<file path="src/rtl/ioq_dispatch_reader.sv">
// Dequeue side of the in-order instruction queue: pulls entries through a 2-deep buffer and
// dispatches the head to its functional unit. Unit lanes are MSB-first: unit code i uses bit [numUnits-1-i].
module ioq_dispatch_reader #(
    parameter int                    entryWidth       = 299,
    parameter int                    funcUnitCodeSize = 3,
    parameter int                    numUnits         = 8,
    parameter logic [numUnits-1:0]   validUnitMask    = 8'b11111010,
    parameter int                    counterWidth     = 32
) (
    input  logic                        clock_i,
    input  logic                        reset_i,
    input  logic                        isEmpty_i,
    input  logic [funcUnitCodeSize-1:0] funcUnitType_i,
    input  logic [entryWidth-1:0]       entry_i,
    output logic                        readEnable_o,
    input  logic                        flush_i,
    input  logic [numUnits-1:0]         unitReady_i,
    output logic [numUnits-1:0]         dispatchValid_o,
    output logic [entryWidth-1:0]       dispatchEntry_o,
    output logic [funcUnitCodeSize-1:0] dispatchFU_o,
    output logic [1:0]                  occupancy_o,
    output logic                        badUnit_o,
    output logic [counterWidth-1:0]     dispatchCount_o,
    output logic [counterWidth-1:0]     stallCount_o
);

    logic [entryWidth-1:0]       buf_entry [2];
    logic [funcUnitCodeSize-1:0] buf_fu    [2];
    logic                        head_ptr;
    logic                        tail_ptr;
    logic [1:0]                  occ;
    logic                        inflight;

    logic                        head_valid;
    logic [funcUnitCodeSize-1:0] head_fu;
    logic [numUnits-1:0]         head_onehot;
    logic                        fu_valid;
    logic                        unit_ready;
    logic                        pop;
    logic                        transfer;
    logic                        stall;
    logic [2:0]                  fill_next;

    assign head_valid = (occ != 2'd0);
    assign head_fu    = buf_fu[head_ptr];

    always_comb begin
        head_onehot = '0;
        for (int i = 0; i < numUnits; i++) begin
            head_onehot[numUnits-1-i] = (int'(head_fu) == i);
        end
    end

    assign fu_valid   = |(head_onehot & validUnitMask);
    assign unit_ready = |(head_onehot & unitReady_i);

    // Invalid unit codes drain in one cycle so a bad entry can never wedge the buffer.
    assign pop   = head_valid && !flush_i && (unit_ready || !fu_valid);
    assign stall = head_valid && !flush_i && fu_valid && !unit_ready;

    // Entries already held or in flight, after this cycle's pop, must leave room for one more.
    assign fill_next    = {1'b0, occ} + {2'b00, inflight} - {2'b00, pop};
    assign readEnable_o = !reset_i && !isEmpty_i && !flush_i && (fill_next < 3'd2);

    assign dispatchValid_o = (head_valid && fu_valid && !flush_i && !reset_i) ? head_onehot : '0;
    assign transfer        = |(dispatchValid_o & unitReady_i);
    assign dispatchEntry_o = buf_entry[head_ptr];
    assign dispatchFU_o    = head_fu;
    assign occupancy_o     = occ;

    always_ff @(posedge clock_i or posedge reset_i) begin
        if (reset_i) begin
            occ             <= 2'd0;
            inflight        <= 1'b0;
            head_ptr        <= 1'b0;
            tail_ptr        <= 1'b0;
            badUnit_o       <= 1'b0;
            dispatchCount_o <= '0;
            stallCount_o    <= '0;
        end else begin
            inflight <= readEnable_o;
            if (flush_i) begin
                occ      <= 2'd0;
                head_ptr <= 1'b0;
                tail_ptr <= 1'b0;
            end else begin
                if (inflight) tail_ptr <= ~tail_ptr;
                if (pop)      head_ptr <= ~head_ptr;
                occ <= occ + {1'b0, inflight} - {1'b0, pop};
            end
            if (pop && !fu_valid) badUnit_o <= 1'b1;
            if (transfer) dispatchCount_o <= dispatchCount_o + counterWidth'(1);
            if (stall)    stallCount_o    <= stallCount_o + counterWidth'(1);
        end
    end

    // Payload storage needs no reset; occupancy decides what is meaningful.
    always_ff @(posedge clock_i) begin
        if (inflight && !flush_i) begin
            buf_entry[tail_ptr] <= entry_i;
            buf_fu[tail_ptr]    <= funcUnitType_i;
        end
    end

endmodule

</file>
<file path="config.mk">
export PLATFORM = sky130hd
export DESIGN_NAME = ioq_dispatch_reader
export DESIGN_NICKNAME = d
export VERILOG_FILES = /design/src/rtl/ioq_dispatch_reader.sv
export SDC_FILE = /design/constraint.sdc
export NUM_CORES = 1
export LEC_CHECK = 0
export CAP_MARGIN = 15
export CORE_MARGIN = 5
export CORE_UTILIZATION = 35
export DETAILED_ROUTE_END_ITERATION = 6
export HOLD_SLACK_MARGIN = 0.03
export MAX_ROUTING_LAYER = met4
export PLACE_DENSITY = 0.62
export RECOVER_POWER = 50
export SLEW_MARGIN = 20
export SYNTH_ARGS = -nofsm -noshare
export SYNTH_HDL_FRONTEND = slang
export SYNTH_SLANG_ARGS = --single-unit
</file>
<file path="constraint.sdc">
create_clock -name clock_i -period 56.4 [get_ports clock_i]
set_input_delay 8.46 -clock clock_i [delete_from_list [all_inputs] [get_ports clock_i]]
set_output_delay 8.46 -clock clock_i [all_outputs]
set_load 0.02 [all_outputs]
</file>
Word level (Yosys, flattened, before mapping). Memories as Yosys holds them, arrays and structs flattened. Index checks and enable logic that the tools add are counted.

Multiplexer cells: 8. Add/subtract/negate cells: 6. $lt $le $gt $ge: 1. Equality and inequality tests: 7. Reductions and logical operators: 25. Bitwise logic cells: 4.

Operator list (number): adder 32 x 1 -> 32 bit (second input constant) (2); AND 8 bit (2); OR reduction 8 bit (2); == test 3 bit (second input constant) (4); logical AND 1 bit (12); 2-to-1 mux 8 bit (1); == test 3 x 2 -> 1 bit (second input constant) (2); 2-to-1 mux 1 bit (6); nonzero test 2 bit (3); OR reduction 6 bit (1); zero test 1 bit (5); adder 2 x 1 -> 3 bit (1); == test 3 x 1 -> 1 bit (second input constant) (1); zero test 3 bit (1); < comparator 3 x 2 -> 1 bit (second input constant) (1); subtractor 3 x 1 -> 3 bit (1); adder 2 x 1 -> 2 bit (1); 2-to-1 mux 2 bit (1); NOT 1 bit (2); subtractor 2 x 1 -> 2 bit (1); logical OR 1 bit (1).

RAM bits: 604. Register bits: 70. Memories kept: 2. Logic and storage cells: 60.

Memories: buf_entry (depth 2, bits a word 299, rd ports 1, clocked after memory_dff 0, wr ports 1, RTL line 27) `logic [entryWidth-1:0] buf_entry [2];`; buf_fu (depth 2, bits a word 3, rd ports 1, clocked after memory_dff 0, wr ports 1, RTL line 28) `logic [funcUnitCodeSize-1:0] buf_fu [2];`.

Depth between registers and ports, before layout. Gate-level depths: netlist of run 1. An unclocked memory read counts as a cell.

Depth after elaboration: 9. Gate-level depth with buffers: 12. Depth with buffers taken out: 9.

Worst setup path before layout of run 1. OpenSTA, ideal clock, no wires.

Path type: input to register. Start point: input port flush_i. End point: memory buf_entry[0][0], enable pin. Setup slack: 24.734 ns. Setup time: 1.403 ns. Data required time: 54.997 ns. Stages on the path: 1. Arrival: 30.263 ns. Path through: nor3b_1.

Cells in the longest elaborated chain, start to end: 4.

RTL lines: start: declaration (RTL line 16) `input logic flush_i,`; zero test 1 bit (RTL line 99) `if (inflight && !flush_i) begin`; logical AND 1 bit (RTL line 99); 2-to-1 mux 1 bit (RTL line 99); 2-to-1 mux 1 bit (not written as such) (RTL line 100) `buf_entry[tail_ptr] <= entry_i;`; end: declaration (RTL line 27).

No other way between the ends.

Worst setup path after layout of run 1.
Start point: input port unitReady_i[7]. End point: output port readEnable_o.

Cells in the longest elaborated chain, start to end: 7.

RTL lines: start: declaration (RTL line 17) `input logic [numUnits-1:0] unitReady_i,`; AND 8 bit (RTL line 55) `assign unit_ready = |(head_onehot & unitReady_i);`; OR reduction 8 bit (RTL line 55); logical OR 1 bit (RTL line 58) `assign pop = head_valid && !flush_i && (unit_ready || !fu_valid);`; logical AND 1 bit (RTL line 58); subtractor 3 x 1 -> 3 bit (RTL line 62) `assign fill_next = {1'b0, occ} + {2'b00, inflight} - {2'b00, pop};`; < comparator 3 x 2 -> 1 bit (RTL line 63) `assign readEnable_o = !reset_i && !isEmpty_i && !flush_i && (fill_next < 3'd2);`; logical AND 1 bit (RTL line 63); end: declaration (RTL line 15) `output logic readEnable_o,`.

No other way between the ends.

==> results of run 1 <==
[power breakdown]
group          total, W  switching [W]  internal, W  leakage [nW]
sequential     0.000572     0.00000987     0.000562          6.41
combinational  0.000230       0.000116     0.000114          4.52
clock          0.000465       0.000191     0.000273          1.13
[flip-flops by register name, summed over array words and instances, names as in the netlist, 2 cells and up]
signal	count
buf_entry	598
dispatchCount_o	32
stallCount_o	32
buf_fu	6
occupancy_o	2
[cells in the final DEF (no fill, tap or decap), types with 4 or more instances in the layout]
| cell | instances |
|---|---|
| and3_1 | 5 |
| and4_1 | 8 |
| buf_4 | 6 |
| bufinv_16 | 6 |
| clkbuf_1 | 18 |
| clkbuf_16 | 74 |
| clkdlybuf4s50_1 | 382 |
| clkinv_1 | 14 |
| clkinv_2 | 7 |
| dfrtp_1 | 69 |
| diode_2 | 44 |
| dlygate4sd3_1 | 305 |
| edfxtp_1 | 604 |
| inv_1 | 12 |
| mux2_2 | 304 |
| nand2_1 | 27 |
| nand2b_1 | 4 |
| nand3_1 | 33 |
| nand4_1 | 27 |
| nor2_1 | 27 |
| nor3_1 | 21 |
| nor4_1 | 13 |
| xnor2_1 | 35 |
| xor2_1 | 30 |
[cells by family (layout without fill, tap and decap cells)]
logic type	Yosys count	count (layout)	synth area share
AO/OA/AOI/OAI	11	11	0.00419
XOR/XNOR	65	65	0.0224
adder cells (fa/ha/maj)	4	4	0.00227
buffers and inverters	65	839	0.0121
flip-flops	674	674	0.783
multiplexers	308	308	0.137
other	1	46	0.000148
AND/OR/NAND/NOR	183	183	0.0391
[routing by layer]
layer / routed length [um] / GRT usage / up-vias
li1: - / - / 6605
met1: 23500 / 0.171 / 7167
met2: 34400 / 0.288 / 523
met3: 6600 / 0.0729 / 151
met4: 2470 / 0.0654 / 0
met5: 0 / - / -
[worst max path at each step]
stage | from | end | slack (ns) | cells past startpoint
after floorplan | flush_i | buf_entry[0][0] | 24.73 | 1
after global placement | unitReady_i[7] | readEnable_o | 35.18 | 11
after detailed placement | unitReady_i[7] | readEnable_o | 35.24 | 11
after CTS | unitReady_i[7] | readEnable_o | 35.20 | 11
after global routing | unitReady_i[7] | readEnable_o | 33.02 | 11
final | unitReady_i[7] | readEnable_o | 33.39 | 11
[through the flow]
stage	instances	utilization	instance area [sq um]	total power, W
finish	3080	0.499	35800	0.00127
CTS	3036	0.498	35700	0.00129
detailed placement	2909	0.465	33400	0.000817
global placement	2909	0.465	33400	0.000816
floorplan	1312	-	25400	0.000709
global route	3078	0.498	35800	0.00132
[critical path, stage by stage]
cell,delay (ns)
dlygate4sd3_1,0.53
mux2_1,0.30
a222oi_1,0.32
clkbuf_1,2.07
a21oi_1,0.44
xor2_1,0.30
ha_1,0.21
fa_1,0.44
or4_1,0.52
nor2_1,0.26
clkdlybuf4s50_1,0.69
[cell type report]
class,instances,area (sq um),area share
Antenna cell,44,110,0.00308
Clock buffer,91,1950,0.0544
Clock inverter,36,380,0.0106
Inverter,13,48.8,0.00136
Multi-Input combinational cell,573,5220,0.146
Sequential cell,674,19900,0.556
Tap cell,950,1190,0.0332
Timing Repair Buffer,699,6980,0.195
==> impl_results.md, run 1 <==
- Status: finished with violations
- Failing checks: capacitance limit, slew limit
- Setup TNS: 0 ns
- Final Setup Violations: 0
- Global-route wire length before repair: 96200 um
- Hold Path Stages: 1
- Register area share after synthesis: 0.783
- Fin crit period: 23.01 ns
- Vias in the first global route: 15588
- Buffer count from post-CTS setup fixing: 0
- Pwr dens: 35.4 nW/um^2
- Clock root cell: clkbuf_16
- Syn Area/Cell: 19.4 sq um
- Drt via density: 4.69
- Least-Margin Pin Slew: 9.07 ns
- Row cnt: 98
- H-Tree Depth: 3
- Synth top area share: 0.714
- Max Slew Vio Count: 366
- Max-cap violations: 5
- # port buffers: 687
- Largest area contributor in the netlist: edfxtp_1
- Post-Syn Instances: 1311
- Tightest Hold Check Type: reg -> reg
- Pin count of the biggest net entering global routing: 159
- Most frequent cells after synthesis: 604 x edfxtp_1, 304 x mux2_2, 70 x dfrtp_1
- Drt pass-1 iters: 5
- Reg-to-reg endpoint: buf_entry[0][22]
- Clk pin slew, worst setup/hold paths: 0.06 ns
- Gpl congestion: 0.839
- Reg2reg path depth: 2
- RSZ-0062 raised after global routing: false
- RR Startpoint: inflight
- CP Capture Type: output port
- Area of the core: 71700 sq um
- Initial Util: 0.354
- # fillers: 5985
- Ys flop type: edfxtp_1
- CTS tree: yes
- Layout cell share with drive strength beyond 1: 0.201
- Synth-to-Final Area Change: 40.8%
- Most frequent cell after synthesis: edfxtp_1
- Drt total wl: 66900 um
- Seq cells post-synth: 674
- Setup slack, reg-to-reg: 48.49 ns
- Initial antenna violation count: 61
- DRC: 0
- Post-route ant nets: 0
- HP Start: dispatchCount_o[31]
- Io pins: 692
- Leak: 12.0 nW
- Max Buffers Root-to-Sink: 3
- Wire per inst: 21.7 um
- Hold WS: 0.468 ns
- Grt total ovfl: 0
- Maximum fanout along the worst path: 63
- Startpoint Class: input pin
- Final worst slack: 33.39 ns
- Total CTS buffers: 74
- Clock Skew: 0.0238 ns
- Worst Path Arrival: 14.55 ns
- DR vias: 14446
- Pre-CTS setup slack: 35.24 ns
- GRT Util Overall: 0.168
- Post-DP HPWL: 46500 um
- Clock Latency Late Sink: 0.60 ns
- Ys async rst share: 0.104
- Largest cells by area after synthesis: edfxtp_1 71%, mux2_2 13%, dfrtp_1 6.9%
- Slew headroom: -5.05
- Post-Synthesis Cell Area: 25400 sq um
- CP required: 47.94 ns
- Peak supply drop: 0.0000272 V
- Count of clock tree sinks: 674
- Post-synth EDFFs: 604
- DIE WIDTH: 279 um
- WHS Endpoint: dispatchCount_o[31]
- Post-synthesis cell type count: 42
- CP Class: in -> out
- DR iter-0 viols: 750
- Final hold vios: 0
- Nets: 2353
- Final Cycle Share: 0.408
- PostCTS Resize Cnt: 0
- Hold Buf Count CTS: 0
- Chip Height: 279 um
- Total of warnings raised by yosys: 0
- Max frequency: 43.5 MHz
- Die area: 78100 sq um
Power figures use the tool's default switching activity.
==> run 2, diff against run 1 <==
clock period = 22.9 ns   (was 56.4 ns; I/O delays follow)
==> impl_results.md, run 2 (synthesized netlist as in run 1, its figures left out) <==
- Post-route ant nets: 0 (unchanged)
- Worst Path Arrival: 9.46 ns (-5.09 ns)
- Maximum fanout along the worst path: 63 (unchanged)
- Count of clock tree sinks: 674 (unchanged)
- Peak supply drop: 0.0000687 V (+150%)
- PostCTS Resize Cnt: 0 (unchanged)
- Drt total wl: 66200 um (-1.0%)
- Max Buffers Root-to-Sink: 3 (unchanged)
- Io pins: 692 (unchanged)
- Commonest non-fill, non-tap cell in the layout: edfxtp_1
- Hold Path Stages: 1 (unchanged)
- Status: finished with violations
- Global-route wire length before repair: 95600 um (-0.66%)
- CP required: 19.47 ns (-28.47 ns)
- RSZ-0062 raised after global routing: false
- Synth-to-Final Area Change: 40.7% (about the same)
- Die area: 78100 sq um (unchanged)
- DRC: 0 (unchanged)
- Wire per inst: 21.5 um (-1.0%)
- Area of the multi-input gates: 5190 sq um (-0.46%)
- Pin count of the biggest net entering global routing: 148 (-6.9%)
- GRT Util Overall: 0.166 (-0.00187)
- Slew headroom: -4.78 (+0.267)
- Area of the core: 71700 sq um (unchanged)
- Sequential cell area: 19900 sq um (unchanged)
- Chip Height: 279 um (unchanged)
- Clock root cell: clkbuf_16
- Layout cell share with drive strength beyond 1: 0.202 (+0.00104)
- Setup slack, reg-to-reg: 13.98 ns (-34.51 ns)
- Leak: 12.3 nW (+1.8%)
- CTS tree: yes
- Hold Buf Count CTS: 0 (unchanged)
- Buffer count from post-CTS setup fixing: 0 (unchanged)
- Regs by FF count: buf_entry: 598 flops, dispatchCount_o: 32 flops, stallCount_o: 32 flops
- # port buffers: 687 (unchanged)
- Max-cap violations: 7 (+2)
- Initial antenna violation count: 49 (-20%)
- Least-Margin Pin Slew: 8.67 ns (-0.400 ns)
- CP Class: in -> out
- Final Cycle Share: 0.563
- Max reg flops: 598 (unchanged)
- Commonest cells after routing, fill and taps aside: 604 x edfxtp_1, 371 x dlygate4sd3_1, 316 x clkdlybuf4s50_1, 304 x mux2_2, 75 x clkbuf_16
- Reg-to-reg endpoint: buf_entry[0][241]
- Row cnt: 98 (unchanged)
- Biggest register: buf_entry
- Post-DP HPWL: 46600 um (+0.12%)
- Max Slew Vio Count: 491 (+34%)
- DIE WIDTH: 279 um (unchanged)
- Vias in the first global route: 15391 (-1.3%)
- WHS Endpoint: dispatchCount_o[31]
- Hold WS: 0.470 ns (+0.00154 ns)
- CP Capture Type: output port
- Initial Util: 0.354 (unchanged)
- Max frequency: 77.6 MHz
- Final hold vios: 0 (unchanged)
- Nets: 2354 (+0.042%)
- DR vias: 14483 (+0.26%)
- Drt via density: 4.70 (+0.29%)
- Tightest Hold Check Type: reg -> reg
- HP Start: dispatchCount_o[31]
- # fillers: 5987 (+0.033%)
- H-Tree Depth: 3 (unchanged)
- Clk pin slew, worst setup/hold paths: 0.06 ns (about the same)
- Drt pass-1 iters: 7 (+2)
- Failing checks: capacitance limit, slew limit
- Clock Skew: 0.0226 ns (-0.00116 ns)
- Startpoint Class: input pin
- Setup TNS: 0 ns (unchanged)
- Clock Latency Late Sink: 0.61 ns (about the same)
- Gpl congestion: 0.849 (+1.2%)
- Final Setup Violations: 0 (unchanged)
- RR Startpoint: inflight
- Grt total ovfl: 0 (unchanged)
- DR iter-0 viols: 846 (+13%)
- Pwr dens: 87.3 nW/um^2 (+150%)
- Reg2reg path depth: 2 (unchanged)
- Fin crit period: 12.89 ns
- Total CTS buffers: 74 (unchanged)
run 2: changes by cell type in the layout (fill, tap and decap cells not counted), moves of 2 or more:
cell	change
inv_6	-3
clkbuf_1	+4
clkdlybuf4s50_1	-66
dlygate4sd3_1	+66
buf_12	-2
clkbuf_8	-3
clkinvlp_4	+3
diode_2	-10
clkinv_2	+4
clkinv_8	+4
buf_4	+3
run 2: metal layers:
metal  up-vias  track usage  part of all wire  wire length, um
met5         -            -                 0                0
met4         0       0.0539             0.029             1940
met3       134       0.0647             0.095             6310
met2       539        0.288              0.52            34500
met1      7201        0.176              0.35            23500
li1       6609            -                 -                -
run 2: worst max-delay path: stages:
cell and delay [ns]:
dlygate4sd3_1 0.53, mux2_1 0.30, a222oi_1 0.35, clkbuf_1 2.04
a21oi_1 0.44, xor2_1 0.30, ha_1 0.21, fa_1 0.44
or4_1 0.51, nor2_1 0.24, clkdlybuf4s50_1 0.65
run 2: layout make-up:
type / instances / share of cell area
clock inverters: 42 / 0.0121
inverters: 13 / 0.00137
repair buffers: 700 / 0.195
multi-input cells: 573 / 0.145
well taps: 950 / 0.0333
diodes: 34 / 0.00238
flip-flops and latches: 674 / 0.556
clock buffers: 93 / 0.0544
run 2: metrics by stage:
step,total power (W),setup WS (ns),utilization,area [sq um],instances
finish,0.00312,10.01,0.498,35700,3079
global route,0.00324,9.65,0.498,35700,3074
CTS,0.00317,11.85,0.498,35700,3045
detailed placement,0.00201,11.87,0.465,33400,2910
global placement,0.00201,11.89,0.465,33400,2910
floorplan,0.00174,7.16,-,25400,1312
run 2: where the power goes:
| group | total [W] | internal (W) | switching (W) | leakage [nW] |
|---|---|---|---|---|
| Combinational | 0.000563 | 0.000277 | 0.000287 | 4.72 |
| Sequential | 0.00141 | 0.00139 | 0.0000201 | 6.41 |
| Clock | 0.00115 | 0.000666 | 0.000483 | 1.14 |
run 2: how the worst max path moves through the flow:
stage	end	slack, ns	startpoint
floorplan	buf_entry[0][0]	7.16	flush_i
global placement	readEnable_o	11.89	unitReady_i[7]
detailed placement	readEnable_o	11.87	unitReady_i[7]
CTS	readEnable_o	11.85	unitReady_i[7]
global route	readEnable_o	9.65	unitReady_i[7]
finish	readEnable_o	10.01	unitReady_i[7]
==> run 3, diff against run 2 <==
PLACE_DENSITY = 0.65   (was 0.62)
clock period = 10.9 ns   (was 22.9 ns; I/O delays follow)
==> impl_results.md, run 3 (synthesized netlist as in run 1, its figures left out) <==
- Clock Skew: 0.0201 ns (-0.00254 ns)
- Count of clock tree sinks: 674 (unchanged)
- GRT Util Overall: 0.172 (+0.00528)
- Initial Util: 0.354 (unchanged)
- Worst Path Arrival: 7.17 ns (-2.29 ns)
- Fin crit period: 8.80 ns
- Tightest Hold Check Type: reg -> reg
- Nets: 2353 (-0.042%)
- Pint: 0.00481 W (+110%)
- Drt pass-1 iters: 5 (-2)
- Failing checks: capacitance limit, slew limit
- Hold WS: 0.480 ns (+0.00999 ns)
- Initial antenna violation count: 57 (+16%)
- DR iter-0 viols: 892 (+5.4%)
- Max reg flops: 598 (unchanged)
- Io pins: 692 (unchanged)
- Least-Margin Pin Slew: 3.04 ns (-5.63 ns)
- Final Cycle Share: 0.808
- Setup TNS: 0 ns (unchanged)
- Slew headroom: -1.03 (+3.75)
- Final hold vios: 0 (unchanged)
- Drt via density: 4.71 (+0.18%)
- Pin count of the biggest net entering global routing: 141 (-4.7%)
- Leak: 12.2 nW (-0.82%)
- Commonest cells after routing, fill and taps aside: 604 x edfxtp_1, 352 x dlygate4sd3_1, 335 x clkdlybuf4s50_1, 304 x mux2_2, 73 x clkbuf_16
- Buffer count from post-CTS setup fixing: 0 (unchanged)
- DRC: 0 (unchanged)
- Net Sw Power: 0.00165 W (+110%)
- Wire per inst: 22.0 um (+2.2%)
- Grt total ovfl: 0 (unchanged)
- Synth-to-Final Area Change: 40.4%
- Clock root cell: clkbuf_16
- Die area: 78100 sq um (unchanged)
- Clock Latency Late Sink: 0.61 ns (about the same)
- Vias in the first global route: 15591 (+1.3%)
- Total CTS buffers: 73 (-1.4%)
- Gpl congestion: 0.871 (+2.6%)
- Post-DP HPWL: 47400 um (+1.6%)
- Layout cell share with drive strength beyond 1: 0.201 (-0.00181)
- Final Setup Violations: 0 (unchanged)
- Post-route ant nets: 0 (unchanged)
- Hold Buf Count CTS: 0 (unchanged)
- Pwr dens: 181 nW/um^2 (+110%)
- Regs by FF count: buf_entry: 598 flops, dispatchCount_o: 32 flops, stallCount_o: 32 flops
- Global-route wire length before repair: 98400 um (+2.9%)
- Maximum fanout along the worst path: 63 (unchanged)
- Sw frac: 0.256 (+0.00267)
- H-Tree Depth: 3 (unchanged)
- Post-layout util: 0.497 (-0.00113)
- CP Class: reg -> out
- Max Buffers Root-to-Sink: 3 (unchanged)
- DIE WIDTH: 279 um (unchanged)
- Total Power: 0.00646 W (+110%)
- Area of the core: 71700 sq um (unchanged)
- Drt total wl: 67800 um (+2.4%)
- Status: finished with violations
- Max frequency: 114 MHz
- Startpoint Class: flop
- Clk pwr share: 0.358 (-0.010)
- CTS tree: yes
- RSZ-0062 raised after global routing: false
- CP Capture Type: output port
- Share of power burned in combinational logic: 0.186 (+0.005)
- Row cnt: 98 (unchanged)
- DR vias: 14547 (+0.44%)
- Peak supply drop: 0.000133 V (+94%)
- CP required: 9.27 ns (-10.20 ns)
- # port buffers: 687 (unchanged)
- Commonest non-fill, non-tap cell in the layout: edfxtp_1
- Sequential share of power: 0.456 (+0.005)
- Max Slew Vio Count: 236 (-52%)
- Biggest register: buf_entry
- Max-cap violations: 5 (-2)
- Chip Height: 279 um (unchanged)
- Clk pin slew, worst setup/hold paths: 0.06 ns (about the same)
- PostCTS Resize Cnt: 0 (unchanged)
==> run 3: changes by cell type in the layout (fill, tap and decap cells not counted), moves of 3 or more <==
| cell | previous run | this run |
|---|---|---|
| buf_12 | 0 | 3 |
| clkbuf_1 | 22 | 17 |
| clkdlybuf4s50_1 | 316 | 335 |
| clkinv_8 | 4 | 0 |
| clkinvlp_4 | 6 | 3 |
| diode_2 | 34 | 48 |
| dlygate4sd3_1 | 371 | 352 |
| inv_6 | 0 | 4 |
==> run 3: area by class of cell <==
type | count | area, sq um
Fill cell | 5931 | 36100
Sequential cell | 674 | 19900
Timing Repair Buffer | 700 | 7000
Multi-Input combinational cell | 573 | 5200
Clock buffer | 88 | 1890
Tap cell | 950 | 1190
Clock inverter | 41 | 324
Antenna cell | 48 | 120
Inverter | 13 | 48.8
==> run 3: layer usage <==
layer,GRT usage,vias up,share of wire
li1,-,6636,-
met1,0.181,7178,0.35
met2,0.291,601,0.52
met3,0.0697,132,0.099
met4,0.0645,0,0.030
met5,-,-,0
==> run 3: worst paths after layout <==
kind	end	cells past startpoint	from	slack, ns
min in group asynchronous	dispatchCount_o[3]	2	reset_i	1.96
worst min-delay path	dispatchCount_o[31]	1	dispatchCount_o[31]	0.48
worst max register to register	inflight	10	head_ptr	4.87
worst max-delay path	readEnable_o	11	head_ptr	2.10
max in group asynchronous	stallCount_o[14]	3	reset_i	6.37
worst min register to register	dispatchCount_o[31]	1	dispatchCount_o[31]	0.48
==> run 3: power by group through the flow <==
stage	Combinational (W)	Clock, W	Sequential (W)
5_1_grt	0.00126	0.00250	0.00295
3_3_place_gp	0.00123	0	0.00300
6_report	0.00120	0.00231	0.00295
3_5_place_dp	0.00123	0	0.00300
4_1_cts	0.00124	0.00239	0.00295
2_1_floorplan	0.000632	0	0.00301
==> run 3: worst max-delay path: stages (launching register included) <==
cell             delay [ns]
dfrtp_1                2.01
mux2i_1                0.64
mux2_1                 0.50
a222oi_1               0.34
buf_4                  0.60
a21oi_1                0.27
xor2_1                 0.20
ha_1                   0.21
fa_1                   0.44
or4_1                  0.52
nor2_1                 0.18
clkdlybuf4s50_1        0.64
==> run 3: per-stage QoR <==
stage	instances	worst slack, ns	cell area (sq um)
after detailed placement	2910	3.48	33400
after floorplan	1312	1.30	25400
after global placement	2910	3.49	33400
final	3087	2.10	35700
after CTS	3039	3.39	35600
after global routing	3084	1.59	35700
